**config.mk**
```make
export PLATFORM = sky130hd
export DESIGN_NAME = tsp_city_loader
export DESIGN_NICKNAME = d
export VERILOG_FILES = /design/src/rtl/tsp_pkg.sv /design/src/rtl/tsp_lfsr16.sv /design/src/rtl/tsp_city_loader.sv
export SDC_FILE = /design/constraint.sdc
export NUM_CORES = 2
export LEC_CHECK = 0
export ABC_AREA = 0
export BUFFER_PORTS_ARGS = -buffer_cell sky130_fd_sc_hd__buf_2
export CORE_AREA = 2 2 411 413
export DETAILED_ROUTE_END_ITERATION = 8
export DIE_AREA = 0 0 413 415
export SLEW_MARGIN = 40
export SYNTH_ARGS = -nofsm -noshare
export SYNTH_HDL_FRONTEND = slang
export SYNTH_SLANG_ARGS = --single-unit
```
**constraint.sdc**
```tcl
create_clock -name clk -period 2.05 [get_ports clk]
set_clock_uncertainty 0.15 [all_clocks]
set_input_delay 0.1025 -clock clk [delete_from_list [all_inputs] [get_ports clk]]
set_output_delay 0.1025 -clock clk [all_outputs]
set_load 0.01 [all_outputs]
```
**src/rtl/tsp_pkg.sv**
```systemverilog
// tsp_pkg: shared constants and types for the TSP city loader and solver.
//   N_CITIES / COORD_W / IDX_W : default city-set geometry
//   coord_t                    : one coordinate (one stream byte)
//   loader_state_t             : loader FSM states (GEN exists only when
//                                TSP_LOADER_LFSR_EN is defined)
//   LFSR_SEED / LFSR_TAPS      : on-chip city generator constants
package tsp_pkg;

  localparam int N_CITIES = 64;
  localparam int COORD_W  = 8;
  localparam int IDX_W    = 6;

  typedef logic [COORD_W-1:0] coord_t;

  typedef enum logic [2:0] {
    IDLE   = 3'd0,
    RECV_X = 3'd1,
    RECV_Y = 3'd2,
    DONE   = 3'd3,
    ERR    = 3'd4
`ifdef TSP_LOADER_LFSR_EN
    , GEN  = 3'd5
`endif
  } loader_state_t;

  localparam logic [15:0] LFSR_SEED = 16'hACE1;
  // Taps 16,14,13,11 of a right-shifting Fibonacci register map onto
  // register bits 0,2,3,5; the feedback bit is the parity of q & LFSR_TAPS.
  localparam logic [15:0] LFSR_TAPS = 16'h002D;

endpackage

```
**src/rtl/tsp_lfsr16.sv**
```systemverilog
// tsp_lfsr16: 16-bit Fibonacci LFSR used to generate a pseudo-random city set.
// Only built when TSP_LOADER_LFSR_EN is defined.
// Ports:
//   clk, rst : clock, synchronous active-high reset (reset value LFSR_SEED)
//   enable   : advance one step
//   load     : load seed (wins over enable)
//   seed     : value loaded by load
//   q        : current register value
`ifdef TSP_LOADER_LFSR_EN
module tsp_lfsr16
  import tsp_pkg::*;
(
  input  logic        clk,
  input  logic        rst,
  input  logic        enable,
  input  logic        load,
  input  logic [15:0] seed,
  output logic [15:0] q
);

  logic feedback;

  assign feedback = ^(q & LFSR_TAPS);

  always_ff @(posedge clk) begin
    if (rst) begin
      q <= LFSR_SEED;
    end else if (load) begin
      q <= seed;
    end else if (enable) begin
      q <= {feedback, q[15:1]};
    end
  end

endmodule
`endif

```
**src/rtl/tsp_city_loader.sv**
```systemverilog
// tsp_city_loader: receives a byte stream x0,y0,...,x(N-1),y(N-1) over a
// valid/ready handshake and fills the xs/ys arrays feeding the TSP solver.
// The solver is held in reset until a complete, correctly framed set is in.
// Optional feature macro: TSP_LOADER_LFSR_EN (adds gen_start and an on-chip
// LFSR city generator).
// Ports:
//   clk, rst          : clock, synchronous active-high reset
//   start             : pulse, begin a new load (clears counters and flags)
//   gen_start         : pulse, generate a city set from the LFSR (macro only)
//   in_data/in_valid/in_last, in_ready : byte stream handshake
//   xs, ys            : city coordinate arrays
//   solver_rst        : reset to the solver, low only when a set is complete
//   load_done/load_err: completion / framing-error levels
//   city_cnt          : cities written since the last start
//   checksum          : mod-2^16 sum of accepted (or generated) bytes
module tsp_city_loader #(
  parameter int N_CITIES = tsp_pkg::N_CITIES,
  parameter int COORD_W  = tsp_pkg::COORD_W,
  parameter int IDX_W    = tsp_pkg::IDX_W
) (
  input  logic               clk,
  input  logic               rst,
  input  logic               start,
`ifdef TSP_LOADER_LFSR_EN
  input  logic               gen_start,
`endif
  input  logic [COORD_W-1:0] in_data,
  input  logic               in_valid,
  input  logic               in_last,
  output logic               in_ready,
  output logic [COORD_W-1:0] xs [N_CITIES],
  output logic [COORD_W-1:0] ys [N_CITIES],
  output logic               solver_rst,
  output logic               load_done,
  output logic               load_err,
  output logic [IDX_W:0]     city_cnt,
  output logic [15:0]        checksum
);

  import tsp_pkg::*;

  loader_state_t      state, state_next;
  logic [IDX_W-1:0]   idx;
  logic [COORD_W-1:0] x_hold;
  logic               clear;
  logic               accept;
  logic               last_city;

`ifdef TSP_LOADER_LFSR_EN
  logic [15:0] lfsr_q;

  assign clear = start | gen_start;

  tsp_lfsr16 u_lfsr (
    .clk    (clk),
    .rst    (rst),
    .enable (state == GEN),
    .load   (gen_start & ~start),
    .seed   (LFSR_SEED),
    .q      (lfsr_q)
  );
`else
  assign clear = start;
`endif

  // A start pulse takes priority over a same-cycle byte, so ready is
  // dropped on that cycle to keep the handshake honest with the source.
  assign in_ready   = ~rst & ~clear & ((state == RECV_X) | (state == RECV_Y));
  assign accept     = in_valid & in_ready;
  assign last_city  = (idx == IDX_W'(N_CITIES - 1));
  assign solver_rst = rst | (state != DONE);
  assign load_done  = (state == DONE);
  assign load_err   = (state == ERR);

  always_ff @(posedge clk) begin
    if (rst) begin
      state <= IDLE;
    end else begin
      state <= state_next;
    end
  end

  always_comb begin
    state_next = state;
    if (start) begin
      state_next = RECV_X;
`ifdef TSP_LOADER_LFSR_EN
    end else if (gen_start) begin
      state_next = GEN;
`endif
    end else begin
      case (state)
        RECV_X: begin
          if (accept) state_next = in_last ? ERR : RECV_Y;
        end
        RECV_Y: begin
          // Framing is good only when in_last coincides with the final y.
          if (accept) begin
            if (last_city) state_next = in_last ? DONE : ERR;
            else           state_next = in_last ? ERR : RECV_X;
          end
        end
`ifdef TSP_LOADER_LFSR_EN
        GEN: begin
          if (last_city) state_next = DONE;
        end
`endif
        default: state_next = state;
      endcase
    end
  end

  always_ff @(posedge clk) begin
    if (rst) begin
      idx      <= '0;
      x_hold   <= '0;
      city_cnt <= '0;
      checksum <= '0;
      for (int i = 0; i < N_CITIES; i++) begin
        xs[i] <= '0;
        ys[i] <= '0;
      end
    end else if (clear) begin
      // xs/ys deliberately keep their contents until overwritten.
      idx      <= '0;
      x_hold   <= '0;
      city_cnt <= '0;
      checksum <= '0;
    end else begin
      if (accept) begin
        checksum <= checksum + 16'(in_data);
        if (state == RECV_X) begin
          x_hold <= in_data;
        end else begin
          xs[idx]  <= x_hold;
          ys[idx]  <= in_data;
          city_cnt <= city_cnt + (IDX_W+1)'(1);
          idx      <= idx + IDX_W'(1);
        end
      end
`ifdef TSP_LOADER_LFSR_EN
      if (state == GEN) begin
        xs[idx]  <= COORD_W'(lfsr_q[7:0]);
        ys[idx]  <= COORD_W'(lfsr_q[15:8]);
        checksum <= checksum + 16'(lfsr_q[7:0]) + 16'(lfsr_q[15:8]);
        city_cnt <= city_cnt + (IDX_W+1)'(1);
        idx      <= idx + IDX_W'(1);
      end
`endif
    end
  end

endmodule
```
==> impl_metrics.yaml <==
clock_network:
  cts_tree: "built"
  path_clk_slew_ns: 0.06
  cts_buffer_depth: 3
  htreeDepth: 3
  cts.sinks: 1064
  cts_made_buffers: 116
  insertion_delay_ns: 0.77
  cts-root-buf: "clkbuf_16"
final_layout:
  stdcell_area_mm2: 0.0548
  n_fill_cell: 17300
  final_core_util_pct: 32.9
  areaGrowthSynthToFinish_pct: 42.8
  fin_nets: 6032
  multi_input_area_mm2: 0.0164
  drive_above_1_share_pct: 31.5
  regArea_mm2: 0.0213
timing:
  post-route-period-util_pct: 112
  grt_setup_unrepaired: "yes"
  drv_slew: 0
  final-hold-violation-count: 0
  setup_viol: 957
  max-slew-margin-rel_pct: 40.6
  period_needed_ns: 2.30
  tightest_slew_ns: 0.891
  setup_slack_ns: -0.247
  max_freq_mhz: 435
outcome:
  run_status: "complete, but fails checks"
  violations: "setup timing"
floorplanning:
  core.rowCount: 150
  die_x_um: 413
  start_util_pct: 23.0
  io_pins: 1064
  die_h_um: 415
  core_mm2: 0.167
  die_area_mm2: 0.171
power:
  vdd_drop_max_mv: 0.779
  p_leak_nw: 22.2
  power.density_mw_per_mm2: 787
drt:
  drc: 0
  drt_iter0_markers: 3441
  vias: 38900
  routedWlPerCell_um: 22.9
  ant_nets: 0
  via_per_inst: 4.68
  first_pass_iters: 5
  routed_wl_um: 190000
worst_setup_path:
  worstSetupStartpointType: "flip-flop"
  slowest_stage: "or4_4"
  slowest_delay_ns: 0.47
  path_common_cell: "buf_12"
  path_cells: "or3b_4 > or4_4 > buf_12 > nor2_8 > buf_12 > nand2_4 > a21oi_2"
  critPathRequiredTime_ns: 2.60
  crit_buf_inv: 2
  reg2regPathDepth: 7
  cp-end-kind: "flip-flop"
  cp_num_cells: 7
  path_delay_family: "simple AND/OR/NAND/NOR gates"
  worstSetupPathType: "reg2reg"
  crit_fanout: 7
  critical_path_arrival_ns: 2.84
synthesis:
  synth_top_area_share_pct: 55.5
  ys.flop_type: "dfxtp_1"
  synth_edf_count: 0
  post_synth.cell_area_avg_um2: 7.88
  synth_top_area_cell: "dfxtp_1"
  ys_types: 50
  async_flop_share_pct: 0
  ys_ff_latch: 1064
  ys_top_cells_by_area: "dfxtp_1 55%, nand2_1 20%, a21oi_1 13%, clkbuf_1 2.5%, a21oi_2 1.6%"
  synth_cells: 4873
  synth_area_mm2: 0.0384
  ys_seq_area_share_pct: 55.5
  yosysWarnings: 0
  syn-num-nets: 4898
placement:
  dpl.hpwl_um: 127000
  placed_cell_area_mm2: 0.0491
  gp_congestion: 0.853
  numPortBuffers: 1063
grt:
  overflow: 0
  grt_pass1_vias: 35800
  grt_antenna_before_repair: 3
  grt_pass1_wl_um: 259000
  grt.total_usage_pct: 20.7
  grt_max_degree: 192
hold_path:
  min_path_type: "in2reg"
  hold_depth: 5
job:
  maxCapViolCount: 0
[final cells by class]
type                    count  area share, %
clock buffers             179           6.37
clock inverters            34          0.723
flip-flops and latches   1064           38.9
inverters                   3         0.0205
diodes                      1        0.00456
well taps                2204           5.03
multi-input cells        3431           29.9
repair buffers           1391           19.1
[layer usage]
| metal | track usage [%] | part of all wire (%) |
|---|---|---|
| met5 | 0 | 0 |
| met4 | 9.90 | 5.0 |
| met3 | 4.82 | 7.7 |
| met2 | 33.8 | 47 |
| met1 | 25.5 | 41 |
[synthesized netlist by cell type, types with 5 or more instances]
cell type,count
mux2i_1,11
xor2_1,6
xnor2_1,8
nand4_1,6
o31ai_1,5
a21oi_1,971
nand3_2,6
nand3_1,15
and3_1,9
dfxtp_1,1064
nor2_8,8
nor2_2,6
clkbuf_1,251
nor2_1,78
buf_4,27
o21ai_0,8
buf_2,87
a21oi_2,70
ha_1,11
buf_12,7
nand2_2,63
nor3_1,10
nand2_1,2086
[metrics by stage]
| step | power, mW | setup slack [ns] | TNS (ns) | hold slack, ns | std cells |
|---|---|---|---|---|---|
| after floorplan | 21.7 | -0.190 | -18.30 | 0.165 | 4873 |
| after global placement | 22.1 | -0.344 | -89.84 | 0.288 | 8039 |
| after detailed placement | 22.1 | -0.361 | -100.43 | 0.293 | 8039 |
| after CTS | 43.5 | -0.240 | -100.07 | 0.0158 | 8277 |
| after global routing | 44.3 | -0.307 | -180.73 | 0.0153 | 8307 |
| final | 43.1 | -0.247 | -98.79 | 0.0359 | 8307 |
[sequential cells by signal, summed over array words and instances (netlist names)]
name,flops
checksum,16
city_cnt,7
idx,6
state,3
x_hold,8
xs,512
ys,512
[cell usage in the layout (no fill, tap or decap), drive strengths merged, types with 12 or more instances in the layout]
cell | synthesis | final
nand3 | 21 | 21
nor2 | 92 | 94
nand2 | 2149 | 2152
dlygate4sd3 | 0 | 14
buf | 129 | 1366
dfxtp | 1064 | 1064
clkbuf | 251 | 190
clkinv | 0 | 19
inv | 3 | 12
a21oi | 1041 | 1041
[worst min-delay path, cell delays in order]
cell,delay (ns)
buf_8,0.12
buf_4,0.20
buf_12,0.16
buf_16,0.19
a21oi_1,0.13
[cell families after synthesis]
kind of cell	count (synthesis)	share of synthesized area, %
compound gates	1070	14.8
xor+xnor	14	0.319
fa+ha+maj	12	0.410
buf+inv	383	4.66
flops	1064	55.5
mux	11	0.287
simple gates	2319	24.1
[repair_timing]
action | 4_1_cts | 5_1_grt
hold buffers | 14 | 1
cloned | 4 | 20
pin swaps | 20 | 42
resized for setup | 73 | 210
setup buffers | 11 | 7
setup endpoints to repair | 1022 | 1041
endpoints found under the hold margin | 568 | 56
[where the power goes]
group / total [mW] / switching (mW) / internal, mW
combinational: 1.08 / 0.875 / 0.203
clock: 21.4 / 9.12 / 12.3
sequential: 20.7 / 0.00745 / 20.7
[final timing paths]
check            from      end  slack, ns
min               rst    ys[6]       0.04
min reg2reg    xs[15]   xs[15]       0.30
max          state[0]  ys[337]      -0.25
max reg2reg  state[0]  ys[337]      -0.25
(Power assumes the default switching activity.)
